<file path="config.mk">
export PLATFORM = sky130hd
export DESIGN_NAME = dmem_arbiter_flat
export DESIGN_NICKNAME = d
export VERILOG_FILES = /design/src/rtl/dmem_arbiter_if.sv /design/src/rtl/dmem_arbiter.sv /design/src/flat_wrapper.sv
export SDC_FILE = /design/constraint.sdc
export NUM_CORES = 1
export LEC_CHECK = 0
export ABC_AREA = 1
export BUFFER_PORTS_ARGS = -buffer_cell sky130_fd_sc_hd__buf_2
export CORE_ASPECT_RATIO = 1.25
export CORE_MARGIN = 10
export CORE_UTILIZATION = 32
export CTS_BUF_LIST = sky130_fd_sc_hd__clkbuf_16
export DETAILED_ROUTE_END_ITERATION = 16
export SLEW_MARGIN = 0
export SYNTH_ARGS = -nofsm -noshare
export SYNTH_HDL_FRONTEND = slang
export SYNTH_SLANG_ARGS = --single-unit
</file>
<file path="constraint.sdc">
create_clock -name clk -period 8 [get_ports clk]
set_clock_uncertainty 0.2 [all_clocks]
set_input_delay 1.6 -clock clk [delete_from_list [all_inputs] [get_ports clk]]
set_output_delay 1.6 -clock clk [all_outputs]
set_load 0.05 [all_outputs]
</file>
<file path="src/rtl/dmem_arbiter_if.sv">
// Bus bundle between the MEM stage, the external master, the arbiter and the data RAM.
// The slave modport is the arbiter's view; master is the view of everything around it.
interface dmem_arbiter_if;
  logic        cpu_req;
  logic        cpu_we;
  logic [31:0] cpu_addr;
  logic [31:0] cpu_wdata;
  logic [2:0]  cpu_ubhw;
  logic [31:0] cpu_rdata;
  logic        cpu_done;
  logic        cpu_stall;

  logic        ext_req;
  logic        ext_we;
  logic [31:0] ext_addr;
  logic [31:0] ext_wdata;
  logic [2:0]  ext_ubhw;
  logic [31:0] ext_rdata;
  logic        ext_done;

  logic [31:0] mem_addr;
  logic [31:0] mem_wdata;
  logic [2:0]  mem_ubhw;
  logic        mem_we;
  logic [31:0] mem_rdata;

  logic        busy;

  modport slave (
    input  cpu_req, cpu_we, cpu_addr, cpu_wdata, cpu_ubhw,
    output cpu_rdata, cpu_done, cpu_stall,
    input  ext_req, ext_we, ext_addr, ext_wdata, ext_ubhw,
    output ext_rdata, ext_done,
    output mem_addr, mem_wdata, mem_ubhw, mem_we,
    input  mem_rdata,
    output busy
  );

  modport master (
    output cpu_req, cpu_we, cpu_addr, cpu_wdata, cpu_ubhw,
    input  cpu_rdata, cpu_done, cpu_stall,
    output ext_req, ext_we, ext_addr, ext_wdata, ext_ubhw,
    input  ext_rdata, ext_done,
    input  mem_addr, mem_wdata, mem_ubhw, mem_we,
    output mem_rdata,
    input  busy
  );
endinterface

</file>
<file path="src/rtl/dmem_arbiter.sv">
// Two-port data-memory arbiter: serialises CPU and external accesses onto one RAM port.
// Define DMEM_ARB_STARVE_EN to enable the external-port starvation guard (STARVE_MAX).
module dmem_arbiter #(
  parameter int RD_LAT     = 1,
  parameter int STARVE_MAX = 4
) (
  input  logic          clk,
  input  logic          rst,
  dmem_arbiter_if.slave bus
);
  typedef enum logic [1:0] {IDLE, ISSUE, WAIT, RESP} state_t;

  localparam logic [1:0] WAIT_LOAD = 2'(RD_LAT - 1);

  state_t      state_reg;
  logic [1:0]  wait_cnt_reg;
  logic        win_ext_reg;
  logic        we_reg;
  logic [31:0] addr_reg;
  logic [31:0] wdata_reg;
  logic [2:0]  ubhw_reg;
  logic        mem_we_reg;
  logic        cpu_done_reg;
  logic        ext_done_reg;
  logic        busy_reg;
  logic [31:0] cpu_rdata_reg;
  logic [31:0] ext_rdata_reg;

  logic        ext_priority;
  logic        grant_ext;
  logic        grant_cpu;
  logic        sel_we;
  logic [31:0] sel_addr;
  logic [31:0] sel_wdata;
  logic [2:0]  sel_ubhw;

`ifdef DMEM_ARB_STARVE_EN
  localparam logic [3:0] STARVE_LIM = 4'(STARVE_MAX);

  logic [3:0] starve_cnt_reg;

  assign ext_priority = (starve_cnt_reg == STARVE_LIM);

  // Counts CPU wins over a waiting ext master; any ext win or idle ext resets it.
  always_ff @(posedge clk or posedge rst) begin
    if (rst) begin
      starve_cnt_reg <= '0;
    end else if (state_reg == IDLE) begin
      if (grant_ext || !bus.ext_req) begin
        starve_cnt_reg <= '0;
      end else if (grant_cpu && (starve_cnt_reg != STARVE_LIM)) begin
        starve_cnt_reg <= starve_cnt_reg + 4'd1;
      end
    end
  end
`else
  // Parameter is accepted but has no effect under strict CPU priority.
  logic [31:0] unused_starve_max;
  assign unused_starve_max = 32'(STARVE_MAX);
  assign ext_priority      = 1'b0;
`endif

  assign grant_ext = bus.ext_req && (!bus.cpu_req || ext_priority);
  assign grant_cpu = bus.cpu_req && !grant_ext;

  assign sel_we    = grant_ext ? bus.ext_we    : bus.cpu_we;
  assign sel_addr  = grant_ext ? bus.ext_addr  : bus.cpu_addr;
  assign sel_wdata = grant_ext ? bus.ext_wdata : bus.cpu_wdata;
  assign sel_ubhw  = grant_ext ? bus.ext_ubhw  : bus.cpu_ubhw;

  always_ff @(posedge clk or posedge rst) begin
    if (rst) begin
      state_reg     <= IDLE;
      wait_cnt_reg  <= '0;
      win_ext_reg   <= 1'b0;
      we_reg        <= 1'b0;
      addr_reg      <= '0;
      wdata_reg     <= '0;
      ubhw_reg      <= '0;
      mem_we_reg    <= 1'b0;
      cpu_done_reg  <= 1'b0;
      ext_done_reg  <= 1'b0;
      busy_reg      <= 1'b0;
      cpu_rdata_reg <= '0;
      ext_rdata_reg <= '0;
    end else begin
      case (state_reg)
        IDLE: begin
          if (grant_cpu || grant_ext) begin
            win_ext_reg <= grant_ext;
            we_reg      <= sel_we;
            addr_reg    <= sel_addr;
            wdata_reg   <= sel_wdata;
            ubhw_reg    <= sel_ubhw;
            mem_we_reg  <= sel_we;
            busy_reg    <= 1'b1;
            state_reg   <= ISSUE;
          end
        end
        ISSUE: begin
          mem_we_reg <= 1'b0;
          if (we_reg) begin
            cpu_done_reg <= !win_ext_reg;
            ext_done_reg <= win_ext_reg;
            state_reg    <= RESP;
          end else begin
            wait_cnt_reg <= WAIT_LOAD;
            state_reg    <= WAIT;
          end
        end
        WAIT: begin
          // Read data is valid in the last WAIT cycle; only the winner's register moves.
          if (wait_cnt_reg == 2'd0) begin
            if (win_ext_reg) begin
              ext_rdata_reg <= bus.mem_rdata;
            end else begin
              cpu_rdata_reg <= bus.mem_rdata;
            end
            cpu_done_reg <= !win_ext_reg;
            ext_done_reg <= win_ext_reg;
            state_reg    <= RESP;
          end else begin
            wait_cnt_reg <= wait_cnt_reg - 2'd1;
          end
        end
        RESP: begin
          cpu_done_reg <= 1'b0;
          ext_done_reg <= 1'b0;
          busy_reg     <= 1'b0;
          state_reg    <= IDLE;
        end
        default: begin
          state_reg <= IDLE;
        end
      endcase
    end
  end

  assign bus.mem_addr  = addr_reg;
  assign bus.mem_wdata = wdata_reg;
  assign bus.mem_ubhw  = ubhw_reg;
  assign bus.mem_we    = mem_we_reg;
  assign bus.cpu_rdata = cpu_rdata_reg;
  assign bus.ext_rdata = ext_rdata_reg;
  assign bus.cpu_done  = cpu_done_reg;
  assign bus.ext_done  = ext_done_reg;
  assign bus.busy      = busy_reg;
  assign bus.cpu_stall = bus.cpu_req & ~cpu_done_reg;
endmodule

</file>
<file path="src/flat_wrapper.sv">
// flat-port wrapper written by rule: the top's interface ports become plain ports
module dmem_arbiter_flat 
#(
  parameter int RD_LAT     = 1,
  parameter int STARVE_MAX = 4
)
  (clk, rst, bus_cpu_req, bus_cpu_we, bus_cpu_addr, bus_cpu_wdata, bus_cpu_ubhw, bus_cpu_rdata, bus_cpu_done, bus_cpu_stall, bus_ext_req, bus_ext_we, bus_ext_addr, bus_ext_wdata, bus_ext_ubhw, bus_ext_rdata, bus_ext_done, bus_mem_addr, bus_mem_wdata, bus_mem_ubhw, bus_mem_we, bus_mem_rdata, bus_busy);
  dmem_arbiter_if bus_i ();
  input  logic clk;
  input  logic rst;
  input wire logic [$bits(bus_i.cpu_req)-1:0] bus_cpu_req;
  input wire logic [$bits(bus_i.cpu_we)-1:0] bus_cpu_we;
  input wire logic [$bits(bus_i.cpu_addr)-1:0] bus_cpu_addr;
  input wire logic [$bits(bus_i.cpu_wdata)-1:0] bus_cpu_wdata;
  input wire logic [$bits(bus_i.cpu_ubhw)-1:0] bus_cpu_ubhw;
  output wire logic [$bits(bus_i.cpu_rdata)-1:0] bus_cpu_rdata;
  output wire logic [$bits(bus_i.cpu_done)-1:0] bus_cpu_done;
  output wire logic [$bits(bus_i.cpu_stall)-1:0] bus_cpu_stall;
  input wire logic [$bits(bus_i.ext_req)-1:0] bus_ext_req;
  input wire logic [$bits(bus_i.ext_we)-1:0] bus_ext_we;
  input wire logic [$bits(bus_i.ext_addr)-1:0] bus_ext_addr;
  input wire logic [$bits(bus_i.ext_wdata)-1:0] bus_ext_wdata;
  input wire logic [$bits(bus_i.ext_ubhw)-1:0] bus_ext_ubhw;
  output wire logic [$bits(bus_i.ext_rdata)-1:0] bus_ext_rdata;
  output wire logic [$bits(bus_i.ext_done)-1:0] bus_ext_done;
  output wire logic [$bits(bus_i.mem_addr)-1:0] bus_mem_addr;
  output wire logic [$bits(bus_i.mem_wdata)-1:0] bus_mem_wdata;
  output wire logic [$bits(bus_i.mem_ubhw)-1:0] bus_mem_ubhw;
  output wire logic [$bits(bus_i.mem_we)-1:0] bus_mem_we;
  input wire logic [$bits(bus_i.mem_rdata)-1:0] bus_mem_rdata;
  output wire logic [$bits(bus_i.busy)-1:0] bus_busy;
  assign bus_i.cpu_req = bus_cpu_req;
  assign bus_i.cpu_we = bus_cpu_we;
  assign bus_i.cpu_addr = bus_cpu_addr;
  assign bus_i.cpu_wdata = bus_cpu_wdata;
  assign bus_i.cpu_ubhw = bus_cpu_ubhw;
  assign bus_cpu_rdata = bus_i.cpu_rdata;
  assign bus_cpu_done = bus_i.cpu_done;
  assign bus_cpu_stall = bus_i.cpu_stall;
  assign bus_i.ext_req = bus_ext_req;
  assign bus_i.ext_we = bus_ext_we;
  assign bus_i.ext_addr = bus_ext_addr;
  assign bus_i.ext_wdata = bus_ext_wdata;
  assign bus_i.ext_ubhw = bus_ext_ubhw;
  assign bus_ext_rdata = bus_i.ext_rdata;
  assign bus_ext_done = bus_i.ext_done;
  assign bus_mem_addr = bus_i.mem_addr;
  assign bus_mem_wdata = bus_i.mem_wdata;
  assign bus_mem_ubhw = bus_i.mem_ubhw;
  assign bus_mem_we = bus_i.mem_we;
  assign bus_i.mem_rdata = bus_mem_rdata;
  assign bus_busy = bus_i.busy;
  dmem_arbiter #(.RD_LAT(RD_LAT), .STARVE_MAX(STARVE_MAX)) u_core (.clk(clk), .rst(rst), .bus(bus_i));
endmodule
</file>
==> results of run 1 <==
## cells in the final DEF, fill, tap and decap left out
cell,instances
clkinv_2,1
clkinvlp_4,5
dfrtp_1,141
clkinv_4,2
inv_1,47
nand2_2,3
nand4_1,1
nor2_1,2
nand3_1,74
o21ai_4,1
o21ai_1,2
o21ai_0,69
buf_4,6
inv_2,2
buf_2,307
clkbuf_16,17
bufinv_16,2
clkinv_1,2
ha_1,8
inv_6,3
nand2_1,426
## cell type report
class / instances / area, sq um
clock inverter: 15 / 149
inverter: 49 / 189
tap: 265 / 332
clock buffer: 17 / 425
fill: 2076 / 10900
timing repair buffer: 313 / 1580
sequential: 141 / 3530
multi-input combinational: 586 / 2470
## stage by stage
step,instance area (sq um),util,hold slack (ns)
after global placement,8100,0.415,0.257
after global routing,8680,0.444,0.287
after detailed placement,8100,0.415,0.260
after CTS,8680,0.444,0.277
final,8680,0.444,0.273
after floorplan,6400,-,0.253
## critical path: stages
cell and delay [ns]:
buf_2 0.14, inv_2 0.05, nor2_1 0.07, buf_2 0.30
## report_power, final
group | internal (mW) | switching [mW]
logic | 0.485 | 1.82
clock network | 0.457 | 0.316
registers | 1.06 | 0.184
total | 2.00 | 2.32
## routing by layer
layer  wire [um]  part of all wire  track usage
met1        9620              0.43        0.209
met2        9470              0.43        0.253
met3        2760              0.12       0.0839
met4         428             0.019       0.0539
met5          13           0.00058            0
## worst min path at each step
stage                                    endpoint  slack (ns)  depth (start not counted)
after floorplan            u_core.wait_cnt_reg[1]        0.25                          2
after global placement    u_core.bus.mem_addr[19]        0.26                          2
after detailed placement  u_core.bus.mem_addr[20]        0.26                          2
after CTS                 u_core.bus.mem_addr[20]        0.28                          2
after global routing       u_core.bus.mem_addr[2]        0.29                          2
final                     u_core.bus.mem_addr[20]        0.27                          2
## logic make-up after synthesis
| group | count (synthesis) | share of synthesized area |
|---|---|---|
| and+or+nand+nor | 506 | 0.312 |
| DFF | 141 | 0.551 |
| buffers and inverters | 97 | 0.0628 |
| AOI/OAI and AO/OA | 72 | 0.0581 |
| adders and majority gates | 8 | 0.0156 |
==> key figures, run 1 <==
Pwr
  • P per Cell Area: between 400 and 500 mW/mm^2
  • Max VDD drop: 0.000255 V
  • PnR Total Power: 4.33 mW
  • Static leakage power: 5.14 nW

Logic synthesis
  • Synth warn: 0
  • Seq/Total Area, Yosys: 0.551
  • Synth top area cells: dfrtp_1 (55%), nand2_1 (25%), nand3_1 (5.8%)
  • Synth Cell Area: between 0.006 and 0.007 sq mm
  • Avg Inst Size Synth: 7.77 sq um
  • Synth top cells by count: nand2_1 (428), dfrtp_1 (141), nand3_1 (74)
  • Synth unique cells: 16
  • Most frequent cell after synthesis: nand2_1
  • Seq cells post-synth: 141
  • Syn_nets: 1004
  • Post-synth EDFFs: 0
  • Post-synthesis cell count: 824
  • Synth top area share: 0.551
  • Area leader, netlist: dfrtp_1
  • Post-synth ARST share: 1.00
  • Top_reg_cell synth: dfrtp_1

Routing
  • 1st-pass router iterations: 5
  • Routed WL: 22.3 mm
  • Vias: 6256
  • Detail-routed via count per cell: 4.51
  • Routed Antenna Nets: 0
  • Violation count after the first detailed-route iteration: 265
  • DRC: 0
  • Post-DR wirelength/cell: 16.1 um

Global route
  • First-pass GRT wire length: 35.4 mm
  • Largest net degree at the start of global routing: 84
  • Number of global-route vias before repair: ~6500
  • Total GRT Usage: 0.169
  • Initial antenna violation count: 1
  • Grt total ovfl: 0

Placed design
  • # placed instances: 1354
  • Final HPWL DP: 16.3 mm
  • Pre-CTS setup slack: 3.85 ns
  • PortBufs: 307
  • Final GP Congestion: 0.806

CTS
  • Clock sinks: 141
  • Clock buffers created by TritonCTS: 17
  • CTS resizes: 0
  • Htree depth: 4
  • CTS tree: done
  • Setup repair bufs after CTS: 0
  • Clock buffer depth: 2
  • Root Buffer: clkbuf_16
  • Clock insertion delay at the later pin of the skew report: 0.41 ns
  • Post-CTS Hold Buffers: 0
  • Reg clk slew, reported paths: 0.06 ns

Setup path
  • Worst Setup SP: bus_cpu_req
  • CP arrival: 2.16 ns
  • Setup CP Type: in2out
  • Path depth of the worst reg2reg path: 6
  • Critical Path Source Type: input port
  • R2R setup slack: 5.71 ns
  • CP required: roughly 6.2 ns
  • Crit Reg-Reg Endpoint: u_core.bus.cpu_rdata[15]
  • CP Capture Point: bus_cpu_stall
  • CP Max Fanout: 3
  • Reg-to-Reg Start: u_core.state_reg[0]
  • Type of element capturing the critical path: output port

Timing
  • Slew Viols, Final: 0
  • Actual slew at the worst max-slew pin: 1.01 ns
  • Achievable Freq: 0.252 GHz
  • Setup TNS: 0 ns
  • RSZ-0062 raised after global routing: no
  • Endpoints failing hold: 0
  • Fin crit period: 3.96 ns
  • Setup ws final: ~4.0 ns
  • Final setup fails: 0
  • Period utilisation layout: 0.495
  • Rel. slew slack: 0.325

Floorplan
  • Core Region: roughly 0.02 sq mm
  • Die area: about 0.026 sq mm
  • Core Rows: 57
  • Initial core utilization: 0.327
  • I/O Pins: 308
  • Die extent in x: 146 um
  • Die Height: 178 um

Final layout
  • Antenna diode count: 0
  • Layout cells sized above 1: 0.311
  • Final #Nets: 1288
  • Final std cells w/o fill: 1386
  • Synth-to-Final Area Change: 35.6%

Flow run
  • MaxCap Viol Count: 0

Hold path
  • Min-delay worst type: reg2reg
  • Min-Delay Startpoint: u_core.bus.mem_addr[20]

Status
  • Status: finished, final reports clean
No activity file was read; power rests on OpenSTA's default activity.
==> inputs of run 2 (changes only) <==
--- a/config.mk
+++ b/config.mk
@@ -5,7 +5,7 @@
 export SDC_FILE = /design/constraint.sdc
 export NUM_CORES = 1
 export LEC_CHECK = 0
-export ABC_AREA = 1
+export ABC_AREA = 0
 export BUFFER_PORTS_ARGS = -buffer_cell sky130_fd_sc_hd__buf_2
 export CORE_ASPECT_RATIO = 1.25
 export CORE_MARGIN = 10
==> constraint.sdc (replaced) <==
create_clock -name clk -period 3.7 [get_ports clk]
set_clock_uncertainty 0.2 [all_clocks]
set_input_delay 0.74 -clock clk [delete_from_list [all_inputs] [get_ports clk]]
set_output_delay 0.74 -clock clk [all_outputs]
set_load 0.05 [all_outputs]
==> run 2 against run 1 <==
  * Routed wire length fell by 24%
  * Critical path type unchanged
  * Total power up 120%
  * Sequential share of layout area rose by 1.4 points
  * Largest power group unchanged
  * Highest routed layer unchanged
  * Utilization up 0.32 points
==> key figures, run 2 <==
Logic synthesis
  • Avg Inst Size Synth: 12.5 sq um
  • Mux cell area share after synthesis: 0.237
  • Most frequent cell after synthesis: dfrtp_1
  • Synth unique cells: 29
  • Seq cells post-synth: 141
  • Post-synthesis cell count: between 400 and 500
  • Adder-cell area share of the yosys netlist: 0.0164
  • Area leader, netlist: dfrtp_1
  • Synth Cell Area: 0.00611 sq mm
  • Post-synthesis compound-gate area fraction: 0.0701
  • Post-synthesis simple-gate area fraction: 0.0572
  • Seq/Total Area, Yosys: 0.578
  • Main combinational cell family by area after synthesis: multiplexers
  • Post-synth EDFFs: 0
  • Syn_nets: 669
  • Top_reg_cell synth: dfrtp_1
  • Synth top area cells: dfrtp_1 (58%), mux2_2 (11%), mux2i_1 (11%)
  • Xor/xnor share of the synthesized area: 0
  • Synth top cells by count: dfrtp_1 (141), nand2_1 (71), mux2i_1 (69)
  • Synth warn: 0
  • Post-synth ARST share: 1.00
  • Synth top area share: 0.578

Global route
  • Largest net degree at the start of global routing: 137
  • Total GRT Usage: 0.134
  • Grt total ovfl: 0
  • Initial antenna violation count: 2
  • Number of global-route vias before repair: around 5100
  • First-pass GRT wire length: roughly 27 mm

Final layout
  • Final #Nets: 971
  • Area of the multi-input gates: 0.00234 sq mm
  • Commonest non-fill, non-tap cell in the layout: buf_2
  • Antenna diode count: 0
  • Most frequent cells in the layout: buf_2 (307), dfrtp_1 (141), nand2_1 (71), mux2i_1 (69), mux2_2 (62)
  • Synth-to-Final Area Change: 37.5%
  • # fillers: approximately 1800
  • Layout cells sized above 1: 0.511
  • Register area: ~0.0035 sq mm
  • Final core utilization: 0.447

Routing
  • 1st-pass router iterations: 4
  • Routed WL: around 17 mm
  • Post-DR wirelength/cell: between 15 and 20 um
  • Routed Antenna Nets: 0
  • Vias: about 4700
  • DRC: 0
  • Violation count after the first detailed-route iteration: 132
  • Detail-routed via count per cell: 4.55

Floorplan
  • Die area: 0.0250 sq mm
  • Core Region: 0.0188 sq mm
  • Die Height: roughly 170 um
  • Core Rows: 56
  • I/O Pins: 308
  • Die extent in x: about 140 um
  • Initial core utilization: 0.325

Timing
  • Hold WS: 0.224 ns
  • Final setup fails: 0
  • Actual slew at the worst max-slew pin: 0.533 ns
  • Fin crit period: 2.38 ns
  • Rel. slew slack: 0.645
  • Achievable Freq: approximately 0.42 GHz
  • RSZ-0062 raised after global routing: no
  • Endpoints failing hold: 0
  • Setup TNS: 0 ns
  • Slew Viols, Final: 0
  • Period utilisation layout: 0.643

Pwr
  • Static leakage power: 4.53 nW
  • Gate power share: 0.535
  • Max VDD drop: a little under 0.0005 V
  • Seq pwr share: 0.287
  • Sw Share: 0.515
  • P per Cell Area: approximately 1100 mW/mm^2
  • Switch Pwr: 4.83 mW
  • Internal Dissipation: 4.55 mW
  • PnR Total Power: 9.38 mW
  • Part of the power in the clock network: 0.178

Setup path
  • Cell Chain, Critical Path: buf_2, inv_1, nor2_1, buf_2
  • Setup CP Type: in2out
  • CP required: 2.76 ns
  • Max stage delay cell, worst path: buf_2
  • CP arrival: 1.44 ns
  • Top delay family on crit path: buffers and inverters
  • Type of element capturing the critical path: output port
  • CP bufs+invs: 3
  • CP Max Fanout: 7
  • Crit path top cell by count: buf_2
  • Critical Path Source Type: input port
  • Slowest stage delay, CP: 0.29 ns

CTS
  • CTS resizes: 0
  • Setup repair bufs after CTS: 0
  • Clock insertion delay at the later pin of the skew report: 0.41 ns
  • Clock buffer depth: 2
  • Clock sinks: 141
  • CTS tree: done
  • Post-CTS Hold Buffers: 0
  • Reg clk slew, reported paths: around 0.070 ns
  • Root Buffer: clkbuf_16
  • Clock buffers created by TritonCTS: 17
  • Htree depth: 4

Placed design
  • PortBufs: 307
  • Final GP Congestion: 0.760
  • Final HPWL DP: 13.1 mm

Status
  • Status: finished, final reports clean

Hold path
  • Min-delay worst type: in2async

Flow run
  • MaxCap Viol Count: 0
-- run 2: cell count changes after synthesis, moves of 19 or more --
cell,before,now
nand3_1,74,2
nand2_1,428,71
mux2i_1,0,69
inv_1,47,8
mux2_2,0,62
o21ai_0,69,50
-- run 2: worst register-to-register path, cell delays in order, from the launching register on --
cell and delay [ns]:
dfrtp_1 0.40, inv_1 0.13, ha_1 0.23, nand2_1 0.07, or2_1 0.16, buf_4 0.39, mux2_2 0.41
-- run 2: through the flow --
stage	cells	area, sq um	setup WS [ns]
floorplan	489	6110	0.997
global placement	1004	7820	1.26
detailed placement	1004	7820	1.22
CTS	1036	8400	1.31
global route	1036	8400	1.27
finish	1036	8400	1.32
-- run 2: worst paths after layout --
path,startpoint,endpoint,slack [ns],depth (start not counted)
max,bus_cpu_req,bus_cpu_stall,1.32,4
min,rst,u_core.bus.mem_addr[21],0.22,3
max reg2reg,u_core.state_reg[0],u_core.bus.cpu_rdata[29],1.59,6
min reg2reg,u_core.bus.mem_wdata[30],u_core.bus.mem_wdata[30],0.27,2
max in group asynchronous,rst,u_core.bus.mem_wdata[25],2.63,3
min in group clk,u_core.bus.mem_wdata[30],u_core.bus.mem_wdata[30],0.27,2
-- run 2: power groups by stage --
stage	combinational [mW]	sequential [mW]	clock, mW
2_1_floorplan	1.29	5.28	0
3_3_place_gp	5.06	2.71	0
3_5_place_dp	5.11	2.72	0
4_1_cts	5.10	2.70	1.74
5_1_grt	5.35	2.81	1.80
6_report	5.02	2.69	1.67
-- run 2: metal layers --
metal  wire [um]  track usage
met1        6490        0.144
met2        8320        0.224
met3        1760       0.0660
met4         293       0.0469
met5          34            0
-- run 2: kinds of logic (layout without fill, tap and decap cells) --
group                      after synthesis  after routing
DFF                                    141            141
muxes                                  136            136
and+or+nand+nor                         86             86
AOI/OAI and AO/OA                       80             80
buffers and inverters                   38            353
adders and majority gates                8              8
-- run 2: cell type report --
type                    count  share of cell area
clock buffers              17              0.0506
well taps                 232              0.0346
flip-flops and latches    141               0.420
repair buffers            313               0.194
multi-input cells         310               0.278
clock inverters            15              0.0182
inverters                   8             0.00402
==> inputs of run 3 (changes only) <==
--- a/config.mk
+++ b/config.mk
@@ -5,7 +5,7 @@
 export SDC_FILE = /design/constraint.sdc
 export NUM_CORES = 1
 export LEC_CHECK = 0
-export ABC_AREA = 0
+export ABC_AREA = 1
 export BUFFER_PORTS_ARGS = -buffer_cell sky130_fd_sc_hd__buf_2
 export CORE_ASPECT_RATIO = 1.25
 export CORE_MARGIN = 10
==> constraint.sdc (replaced) <==
create_clock -name clk -period 2.21 [get_ports clk]
set_clock_uncertainty 0.2 [all_clocks]
set_input_delay 0.442 -clock clk [delete_from_list [all_inputs] [get_ports clk]]
set_output_delay 0.442 -clock clk [all_outputs]
set_load 0.05 [all_outputs]
==> run 3 against run 2 <==
  * First-iteration DRC count increased by 68%
  * Critical path depth shrank 2
  * Count of clock-buffer cells in the layout is the same
  * Clock power is 80% higher
  * Flip-flop and latch count is the same
  * Utilization is 0.77 points higher
  * Worst hold slack worse by 0.14 ns
  * Combinational power is 70% higher
  * Sequential share of layout area shrank 2.3 points
  * Global-route usage grew 3.0 points
==> key figures, run 3 (synthesized netlist as in run 1, its figures left out) <==
Setup path
  • Worst Setup SP: u_core.bus.cpu_done
  • Setup CP Type: reg2out
  • CP arrival: 1.36 ns
  • Path depth of the worst reg2reg path: 7
  • Type of element capturing the critical path: output port
  • CP Max Fanout: 3
  • Reg-to-Reg Start: u_core.state_reg[0]
  • R2R setup slack: 0.32 ns
  • CP required: 1.57 ns
  • Crit Reg-Reg Endpoint: u_core.bus.mem_ubhw[2]
  • Critical Path Source Type: register

Final layout
  • Antenna diode count: 0
  • Layout cells sized above 1: 0.317
  • Final #Nets: roughly 1300
  • # fillers: 2004
  • Synth-to-Final Area Change: 39.0%
  • Commonest non-fill, non-tap cell in the layout: nand2_1
  • Final core utilization: 0.455
  • Most frequent cells in the layout: nand2_1 (426), buf_2 (307), dfrtp_1 (141), nand3_1 (74), o21ai_0 (69)
  • Post-route cell area: 0.00889 sq mm

Routing
  • Violation count after the first detailed-route iteration: about 220
  • Post-DR wirelength/cell: 15.6 um
  • Routed WL: 21.8 mm
  • 1st-pass router iterations: 4
  • DRC: 0
  • Routed Antenna Nets: 0
  • Vias: 6240
  • Detail-routed via count per cell: 4.47

Global route
  • Grt total ovfl: 0
  • Number of global-route vias before repair: 6256
  • Total GRT Usage: 0.165
  • First-pass GRT wire length: around 35 mm
  • Initial antenna violation count: 0
  • Largest net degree at the start of global routing: 72

Pwr
  • Gate power share: 0.531
  • Internal Dissipation: 7.61 mW
  • P per Cell Area: 1800 mW/mm^2
  • Seq pwr share: 0.281
  • Max VDD drop: about 0.0011 V
  • Part of the power in the clock network: 0.188
  • Sw Share: 0.526
  • Switch Pwr: 8.43 mW
  • Static leakage power: 5.24 nW

CTS
  • Htree depth: 4
  • Clock sinks: 141
  • Root Buffer: clkbuf_16
  • Clock insertion delay at the later pin of the skew report: 0.41 ns
  • CTS tree: done
  • CTS resizes: 0
  • Clock buffers created by TritonCTS: 17
  • Setup repair bufs after CTS: 0
  • Post-CTS Hold Buffers: 1
  • Clock buffer depth: 2
  • Reg clk slew, reported paths: 0.06 ns

Placed design
  • Final HPWL DP: 16.5 mm
  • PortBufs: 307
  • Final GP Congestion: 0.814
  • Placed Instance Area: 0.00826 sq mm

Hold path
  • Hold Path Stages: 3
  • Min-Delay Startpoint: bus_mem_rdata[26]
  • Min-delay worst type: in2reg
  • Endpoint, Worst Hold: u_core.bus.ext_rdata[26]

Timing
  • Period utilisation layout: 0.904
  • Endpoints failing hold: 0
  • Achievable Freq: 0.501 GHz
  • RSZ-0062 raised after global routing: no
  • Slew Viols, Final: 0
  • Final setup fails: 0
  • Fin crit period: 2.00 ns
  • Actual slew at the worst max-slew pin: between 0.4 and 0.5 ns
  • Rel. slew slack: 0.720

Floorplan
  • Initial core utilization: 0.327
  • Die Height: 178 um
  • Die area: 0.0261 sq mm
  • Die extent in x: 146 um
  • I/O Pins: 308
  • Core Rows: between 50 and 60
  • Core Region: 0.0195 sq mm

Status
  • Status: finished, final reports clean

Flow run
  • MaxCap Viol Count: 0
-- run 3: worst max-delay path by stage --
stage | end | cells past startpoint
after floorplan | u_core.bus.busy | 1
after global placement | bus_cpu_stall | 4
after detailed placement | bus_cpu_stall | 4
after CTS | bus_cpu_stall | 2
after global routing | bus_cpu_stall | 2
final | bus_cpu_stall | 2
-- run 3: layer usage --
layer / up-vias / part of all wire / track usage / wire (um)
li1: 3142 / - / - / -
met1: 2795 / 0.43 / 0.199 / 9270
met2: 281 / 0.45 / 0.253 / 9730
met3: 22 / 0.11 / 0.0788 / 2420
met4: 0 / 0.016 / 0.0543 / 348
met5: - / 0 / 0 / 0
-- run 3: cell type report --
class	count	area, sq um	area share
clock buffer	17	425	0.0478
multi-input combinational	586	2470	0.278
inverter	49	188	0.0211
tap	265	332	0.0373
timing repair buffer	323	1750	0.196
sequential	141	3530	0.397
clock inverter	15	198	0.0222
-- run 3: through the flow --
step	hold WS [ns]	setup WS, ns	power [mW]	std cells	TNS, ns
final	0.0868	0.212	16.0	1396	0
after global placement	0.257	0.197	13.1	1363	0
after detailed placement	0.260	0.260	13.2	1363	0
after floorplan	0.253	-0.195	10.7	824	-27.51
after CTS	0.0664	0.156	16.3	1396	0
after global routing	0.0853	0.151	17.1	1396	0
-- run 3: critical path, cell delays in order, from the launching register on --
cell,delay [ns]
dfrtp_1,0.45
nor2_1,0.19
buf_2,0.30
-- run 3: power groups by stage --
stage | clock (mW) | sequential (mW) | combinational, mW
floorplan | 0 | 8.65 | 2.09
global placement | 0 | 4.50 | 8.55
detailed placement | 0 | 4.53 | 8.64
CTS | 3.10 | 4.52 | 8.65
global route | 3.22 | 4.68 | 9.21
finish | 3.01 | 4.51 | 8.52
